### config.mk
export PLATFORM = sky130hd
export DESIGN_NAME = csr_uart
export DESIGN_NICKNAME = d
export VERILOG_FILES = /design/src/rtl/csr_uart_pkg.sv /design/src/rtl/csr_uart_rx.sv /design/src/rtl/csr_uart.sv
export SDC_FILE = /design/constraint.sdc
export NUM_CORES = 1
export LEC_CHECK = 0
export BUFFER_PORTS_ARGS = -buffer_cell sky130_fd_sc_hd__buf_2
export CORE_ASPECT_RATIO = 2
export CORE_MARGIN = 2
export CORE_UTILIZATION = 40
export DETAILED_ROUTE_END_ITERATION = 8
export PLACE_DENSITY = 0.6
export SLEW_MARGIN = 20
export SYNTH_ARGS = -nofsm -noshare
export SYNTH_HDL_FRONTEND = slang
export SYNTH_SLANG_ARGS = --single-unit
### constraint.sdc
create_clock -name sys_clk -period 4.9 [get_ports sys_clk]
set_input_delay 0.98 -clock sys_clk [delete_from_list [all_inputs] [get_ports sys_clk]]
set_output_delay 0.98 -clock sys_clk [all_outputs]
set_load 0.01 [all_outputs]
### src/rtl/csr_uart_pkg.sv
// Shared types and constants for the CSR-mapped UART.
// Optional feature macro: CSR_UART_OVERRUN_EN (sticky overrun flag in STATUS[2]).
package csr_uart_pkg;

  // Transmitter states
  typedef enum logic [1:0] {
    T_IDLE  = 2'd0,
    T_START = 2'd1,
    T_DATA  = 2'd2,
    T_STOP  = 2'd3
  } tx_state_e;

  // Receiver states
  typedef enum logic [1:0] {
    R_IDLE  = 2'd0,
    R_START = 2'd1,
    R_DATA  = 2'd2,
    R_STOP  = 2'd3
  } rx_state_e;

  // Register indices within the bank (csr_a[9:2])
  localparam logic [7:0] REG_RXTX   = 8'd0;
  localparam logic [7:0] REG_STATUS = 8'd1;

  // STATUS bit positions
  localparam int STAT_RX_FULL = 0;
  localparam int STAT_TX_BUSY = 1;
  localparam int STAT_OVERRUN = 2;

endpackage

### src/rtl/csr_uart_rx.sv
// UART receiver: 2-flop synchronizer, 8N1 deframing FSM, registered byte
// output with a one-cycle valid strobe. Bytes with a bad stop bit never
// raise valid; a start bit that samples high is treated as a glitch.
// The current FSM state is exported on rx_state for observation.
module csr_uart_rx
  import csr_uart_pkg::*;
#(
  parameter logic [15:0] P_CLK_DIV = 16'd434
) (
  input  logic       clk,
  input  logic       rst_n,
  input  logic       rxd,
  output logic [7:0] rx_byte,
  output logic       rx_valid,
  output rx_state_e  rx_state
);

  localparam logic [15:0] HALF_M1 = (P_CLK_DIV >> 1) - 16'd1;
  localparam logic [15:0] DIV_M1  = P_CLK_DIV - 16'd1;

  logic        sync1_q, sync2_q, prev_q;
  rx_state_e   state_q, state_d;
  logic [15:0] cnt_q, cnt_d;
  logic [2:0]  bit_q, bit_d;
  logic [7:0]  shift_q, shift_d;
  logic [7:0]  byte_q, byte_d;
  logic        valid_q, valid_d;

  // Synchronize the asynchronous line and keep one delayed copy for edge detect
  always_ff @(posedge clk or negedge rst_n) begin
    if (!rst_n) begin
      sync1_q <= 1'b1;
      sync2_q <= 1'b1;
      prev_q  <= 1'b1;
    end else begin
      sync1_q <= rxd;
      sync2_q <= sync1_q;
      prev_q  <= sync2_q;
    end
  end

  // Receiver FSM: state, divider, bit counter, shifter and output registers
  always_ff @(posedge clk or negedge rst_n) begin
    if (!rst_n) begin
      state_q <= R_IDLE;
      cnt_q   <= 16'd0;
      bit_q   <= 3'd0;
      shift_q <= 8'd0;
      byte_q  <= 8'd0;
      valid_q <= 1'b0;
    end else begin
      state_q <= state_d;
      cnt_q   <= cnt_d;
      bit_q   <= bit_d;
      shift_q <= shift_d;
      byte_q  <= byte_d;
      valid_q <= valid_d;
    end
  end

  // Next-state logic: half-bit wait to the start-bit centre, then full bits
  always_comb begin
    state_d = state_q;
    cnt_d   = cnt_q;
    bit_d   = bit_q;
    shift_d = shift_q;
    byte_d  = byte_q;
    valid_d = 1'b0;
    case (state_q)
      R_IDLE: begin
        if (prev_q && !sync2_q) begin
          state_d = R_START;
          cnt_d   = 16'd0;
        end
      end
      R_START: begin
        if (cnt_q == HALF_M1) begin
          cnt_d   = 16'd0;
          bit_d   = 3'd0;
          state_d = sync2_q ? R_IDLE : R_DATA;
        end else begin
          cnt_d = cnt_q + 16'd1;
        end
      end
      R_DATA: begin
        if (cnt_q == DIV_M1) begin
          cnt_d   = 16'd0;
          shift_d = {sync2_q, shift_q[7:1]};
          if (bit_q == 3'd7) begin
            state_d = R_STOP;
          end else begin
            bit_d = bit_q + 3'd1;
          end
        end else begin
          cnt_d = cnt_q + 16'd1;
        end
      end
      R_STOP: begin
        if (cnt_q == DIV_M1) begin
          cnt_d   = 16'd0;
          state_d = R_IDLE;
          if (sync2_q) begin
            valid_d = 1'b1;
            byte_d  = shift_q;
          end
        end else begin
          cnt_d = cnt_q + 16'd1;
        end
      end
      default: state_d = R_IDLE;
    endcase
  end

  assign rx_byte  = byte_q;
  assign rx_valid = valid_q;
  assign rx_state = state_q;

endmodule

### src/rtl/csr_uart.sv
// CSR-mapped 8N1 UART: RXTX / STATUS registers, transmitter FSM, receiver
// sub-module. Optional macro CSR_UART_OVERRUN_EN adds a sticky overrun flag
// in STATUS[2], cleared by writing STATUS with bit 2 set.
module csr_uart
  import csr_uart_pkg::*;
#(
  parameter logic [3:0]  P_CSR_ADDR = 4'h0,
  parameter logic [15:0] P_CLK_DIV  = 16'd434
) (
  input  logic        sys_clk,
  input  logic        sys_rst_n,
  input  logic [13:0] csr_a,
  input  logic        csr_we,
  input  logic [31:0] csr_di,
  output logic [31:0] csr_do,
  output logic        rx_irq,
  output logic        tx_irq,
  input  logic        uart_rxd,
  output logic        uart_txd
);

  localparam logic [15:0] DIV_M1 = P_CLK_DIV - 16'd1;

  // Address decode
  logic       bank_sel;
  logic [7:0] reg_idx;
  logic       wr_rxtx;
  assign bank_sel = (csr_a[13:10] == P_CSR_ADDR);
  assign reg_idx  = csr_a[9:2];
  assign wr_rxtx  = csr_we && bank_sel && (reg_idx == REG_RXTX);

  // Receiver
  logic [7:0] rx_byte;
  logic       rx_valid;
  rx_state_e  rx_state_unused;

  csr_uart_rx #(.P_CLK_DIV(P_CLK_DIV)) u_rx (
    .clk      (sys_clk),
    .rst_n    (sys_rst_n),
    .rxd      (uart_rxd),
    .rx_byte  (rx_byte),
    .rx_valid (rx_valid),
    .rx_state (rx_state_unused)
  );

  // Receive flags: a new byte beats a simultaneous RXTX-write clear
  logic [7:0] rx_data_q, rx_data_d;
  logic       rx_full_q, rx_full_d;

  always_comb begin
    rx_data_d = rx_data_q;
    rx_full_d = rx_full_q;
    if (wr_rxtx) rx_full_d = 1'b0;
    if (rx_valid) begin
      rx_full_d = 1'b1;
      rx_data_d = rx_byte;
    end
  end

  // Receive flag registers
  always_ff @(posedge sys_clk or negedge sys_rst_n) begin
    if (!sys_rst_n) begin
      rx_data_q <= 8'd0;
      rx_full_q <= 1'b0;
    end else begin
      rx_data_q <= rx_data_d;
      rx_full_q <= rx_full_d;
    end
  end

  logic overrun;
`ifdef CSR_UART_OVERRUN_EN
  logic wr_status;
  logic overrun_q, overrun_d;
  assign wr_status = csr_we && bank_sel && (reg_idx == REG_STATUS);

  // Sticky overrun: set when a byte lands on a still-full buffer; set beats clear
  always_comb begin
    overrun_d = overrun_q;
    if (wr_status && csr_di[STAT_OVERRUN]) overrun_d = 1'b0;
    if (rx_valid && rx_full_q) overrun_d = 1'b1;
  end

  // Overrun flag register
  always_ff @(posedge sys_clk or negedge sys_rst_n) begin
    if (!sys_rst_n) overrun_q <= 1'b0;
    else            overrun_q <= overrun_d;
  end
  assign overrun = overrun_q;
`else
  assign overrun = 1'b0;
`endif

  // Transmitter
  tx_state_e  tx_state_q, tx_state_d;
  logic [15:0] tx_cnt_q, tx_cnt_d;
  logic [2:0]  tx_bit_q, tx_bit_d;
  logic [7:0]  tx_shift_q, tx_shift_d;
  logic        txd_q, txd_d;
  logic        tx_irq_q, tx_irq_d;
  logic        tx_busy;
  assign tx_busy = (tx_state_q != T_IDLE);

  // TX next-state: line level is registered so the start bit appears the cycle after the write
  always_comb begin
    tx_state_d = tx_state_q;
    tx_cnt_d   = tx_cnt_q;
    tx_bit_d   = tx_bit_q;
    tx_shift_d = tx_shift_q;
    txd_d      = txd_q;
    tx_irq_d   = 1'b0;
    case (tx_state_q)
      T_IDLE: begin
        txd_d = 1'b1;
        if (wr_rxtx) begin
          tx_state_d = T_START;
          tx_shift_d = csr_di[7:0];
          tx_cnt_d   = 16'd0;
          tx_bit_d   = 3'd0;
          txd_d      = 1'b0;
        end
      end
      T_START: begin
        if (tx_cnt_q == DIV_M1) begin
          tx_cnt_d   = 16'd0;
          tx_state_d = T_DATA;
          txd_d      = tx_shift_q[0];
        end else begin
          tx_cnt_d = tx_cnt_q + 16'd1;
        end
      end
      T_DATA: begin
        if (tx_cnt_q == DIV_M1) begin
          tx_cnt_d = 16'd0;
          if (tx_bit_q == 3'd7) begin
            tx_state_d = T_STOP;
            txd_d      = 1'b1;
          end else begin
            tx_bit_d   = tx_bit_q + 3'd1;
            tx_shift_d = {1'b0, tx_shift_q[7:1]};
            txd_d      = tx_shift_q[1];
          end
        end else begin
          tx_cnt_d = tx_cnt_q + 16'd1;
        end
      end
      T_STOP: begin
        if (tx_cnt_q == DIV_M1) begin
          tx_cnt_d   = 16'd0;
          tx_state_d = T_IDLE;
          tx_irq_d   = 1'b1;
        end else begin
          tx_cnt_d = tx_cnt_q + 16'd1;
        end
      end
      default: tx_state_d = T_IDLE;
    endcase
  end

  // TX registers; reset drives the line high immediately
  always_ff @(posedge sys_clk or negedge sys_rst_n) begin
    if (!sys_rst_n) begin
      tx_state_q <= T_IDLE;
      tx_cnt_q   <= 16'd0;
      tx_bit_q   <= 3'd0;
      tx_shift_q <= 8'd0;
      txd_q      <= 1'b1;
      tx_irq_q   <= 1'b0;
    end else begin
      tx_state_q <= tx_state_d;
      tx_cnt_q   <= tx_cnt_d;
      tx_bit_q   <= tx_bit_d;
      tx_shift_q <= tx_shift_d;
      txd_q      <= txd_d;
      tx_irq_q   <= tx_irq_d;
    end
  end

  // Read mux from the current address; registered below for one-cycle latency
  logic [31:0] csr_do_d, csr_do_q;
  always_comb begin
    csr_do_d = 32'd0;
    if (bank_sel) begin
      case (reg_idx)
        REG_RXTX:   csr_do_d = {24'd0, rx_data_q};
        REG_STATUS: csr_do_d = {29'd0, overrun, tx_busy, rx_full_q};
        default:    csr_do_d = 32'd0;
      endcase
    end
  end

  // Read data register
  always_ff @(posedge sys_clk or negedge sys_rst_n) begin
    if (!sys_rst_n) csr_do_q <= 32'd0;
    else            csr_do_q <= csr_do_d;
  end

  logic unused_bits;
  assign unused_bits = ^{csr_a[1:0], csr_di[31:8]};

  assign csr_do   = csr_do_q;
  assign rx_irq   = rx_full_q;
  assign tx_irq   = tx_irq_q;
  assign uart_txd = txd_q;

endmodule
==> flow_summary.json <==
{
  "status": "finished clean",
  "tightestPinTransition_ns": 0.806,
  "critPathMaxFanout": 8,
  "start_kind": "flip-flop",
  "stdcell_area_um2": 5110,
  "yosys_register_bits": 89,
  "htree_levels": 3,
  "clk_pin_slew_ns": 0.07,
  "fmax_ghz": 0.344,
  "place_congestion": 0.823,
  "viasPerCell": 5.40,
  "cts_root_buf": "clkbuf_16",
  "stdcell_count": 611,
  "ctsLongestPathBuffers": 2,
  "hpwl_um": 6640,
  "clock_latency_ns": 0.34,
  "finalWirelength_um": 9160,
  "peakVddDrop_uv": 253,
  "cts_sinks": 89,
  "area_growth_syn_to_layout_pct": 11.0,
  "pin_count": 85,
  "wl_per_cell_um": 15.0,
  "ys_types": 59,
  "skew_ns": 0.00771,
  "dp.cells": 595,
  "grt_max_degree": 48,
  "rsz0062_at_grt": "no",
  "dieArea_um2": 12400,
  "final_core_util": 0.453,
  "final_cell_mix": "dfrtp_1, o21ai_0, buf_2, nand3_1",
  "synth_edf_count": 0,
  "setup-tns-final_ns": 0,
  "hold_buffers": 0,
  "cp.required_ns": 5.13,
  "final_max_slew_viol_count": 0,
  "met1Wirelength_um": 3530,
  "rows": 55,
  "ys_warn_count": 0,
  "maxCapViolCount": 0,
  "first_pass_iters": 4,
  "synthesis.area_um2": 4610,
  "p_per_area_nw_per_um2": 441,
  "overflow": 0,
  "die_h_um": 156,
  "hold_viol": 0,
  "ant_nets": 0,
  "mostFrequentLayoutCell": "dfrtp_1",
  "cellLeakagePower_nw": 2.38,
  "grt.total_usage": 0.156,
  "setup_viol_count_final": 0,
  "portBuffers": 34,
  "synth-main-ff-cell": "dfrtp_1",
  "drc_errors": 0,
  "hold_path.class": "flip-flop to flip-flop",
  "wl_met3_um": 363,
  "highest_layer": "met4",
  "place_area_um2": 4820,
  "slew-limit-headroom": 0.458,
  "syn_inst": 432,
  "drive_above_1_share": 0.230,
  "fp.coreArea_um2": 11300,
  "async_flop_share": 1.00,
  "grt_pass1_vias": 3310,
  "ys_seq_area_frac": 0.485,
  "worstSetupPathType": "flip-flop to flip-flop",
  "n_antenna_cell": 0,
  "cts_buffers": 9,
  "postSynthAreaPerCell_um2": 10.7,
  "first_iter_violations": 179,
  "cts_tree": "done",
  "rrSetupSlack_ns": 1.99,
  "period_needed_ns": 2.91,
  "vias": 3299,
  "grt_pass1_wl_um": 15400,
  "start_util": 0.408,
  "wl_met2_um": 5020,
  "cp.arrival_ns": 3.15,
  "antenna_found_initial": 0,
  "crit_path_end_kind": "flip-flop",
  "fin_nets": 528,
  "fin_crit_sh": 0.594,
  "cts_setup_buffers": 0,
  "cts_resized": 0,
  "die_x_um": 79.9
}
## cell type report
type,count,area [um^2]
fill,1074,6170
multi-input combinational,309,2150
inverter,18,67.6
sequential,89,2230
timing repair buffer,37,195
tap,142,178
clock buffer,9,225
clock inverter,7,71.3
## power by group
group | internal (mW) | total (mW) | switching, mW
sequential | 0.828 | 0.924 | 0.0957
combinational | 0.294 | 0.654 | 0.360
clock | 0.359 | 0.679 | 0.320
total | 1.48 | 2.26 | 0.777
## flip-flops by register name, summed over array words and instances (netlist names), 2 cells and up, named ones only
register      cells
tx_cnt_q         16
u_rx.cnt_q       16
csr_do            8
rx_data_q         8
tx_shift_q        8
u_rx.rx_byte      8
u_rx.shift_q      8
tx_bit_q          3
u_rx.bit_q        3
tx_state_q        2
## metal layers
layer,track usage,vias up
li1,-,1586
met1,0.170,1592
met2,0.286,100
met3,0.0336,21
met4,0.0646,0
met5,0,-
## synth_stat cells, drive strengths merged, types with 2 or more instances
master | instances | area (um^2)
a211oi | 3 | 35.0
a21oi | 17 | 85.1
a22o | 2 | 17.5
a31oi | 11 | 68.8
and2 | 9 | 57.6
and3 | 7 | 45.1
and4 | 4 | 35.0
buf | 26 | 199
clkbuf | 13 | 48.8
dfrtp | 85 | 2130
dfstp | 4 | 105
ha | 14 | 175
inv | 18 | 67.6
mux2 | 38 | 480
mux2i | 2 | 20.0
nand2 | 23 | 86.3
nand2b | 3 | 26.3
nand3 | 27 | 135
nand3b | 4 | 30.0
nand4 | 4 | 25.0
nand4b | 3 | 26.3
nor2 | 21 | 81.3
nor2b | 5 | 31.3
nor3 | 4 | 20.0
nor4 | 6 | 52.6
o21a | 2 | 15.0
o21ai | 36 | 180
o22ai | 3 | 18.8
o31ai | 9 | 67.6
o41ai | 3 | 26.3
or2 | 2 | 12.5
or3 | 5 | 31.3
or4 | 4 | 45.0
## worst paths after layout
check                               start              end  cells past startpoint
setup / recovery           u_rx.cnt_q[11]    u_rx.cnt_q[5]                      5
min in group asynchronous       sys_rst_n     tx_cnt_q[13]                      1
hold reg to reg              u_rx.sync1_q     u_rx.sync2_q                      0
max in group asynchronous       sys_rst_n  u_rx.shift_q[1]                      2
hold / removal               u_rx.sync1_q     u_rx.sync2_q                      0
setup reg to reg           u_rx.cnt_q[11]    u_rx.cnt_q[5]                      5
## kinds of logic (layout without fill, tap and decap cells)
kind of cell             Yosys count  after routing  synth area share
AND/OR/NAND/NOR                  135            135             0.169
AO/OA/AOI/OAI                     96             96             0.130
flip-flops                        89             89             0.485
buffers and inverters             57             71            0.0684
multiplexers                      40             40             0.109
adder cells (fa/ha/maj)           14             14            0.0380
other                              1             24          0.000814
## worst max-delay path, stage by stage, from the launching register on
cell and delay (ns):
dfrtp_1 0.43, or4_4 0.59, nor4_1 0.72, a2bb2oi_1 0.67, o21ai_0 0.20, a22o_1 0.21
## through the flow
step	total power [mW]	hold slack [ns]	setup WS, ns
after floorplan	1.45	0.345	2.22
after global placement	1.57	0.347	1.74
after detailed placement	1.59	0.347	1.67
after CTS	2.28	0.357	1.97
after global routing	2.39	0.361	1.70
final	2.26	0.357	1.99
No activity file was read; power rests on OpenSTA's default activity.
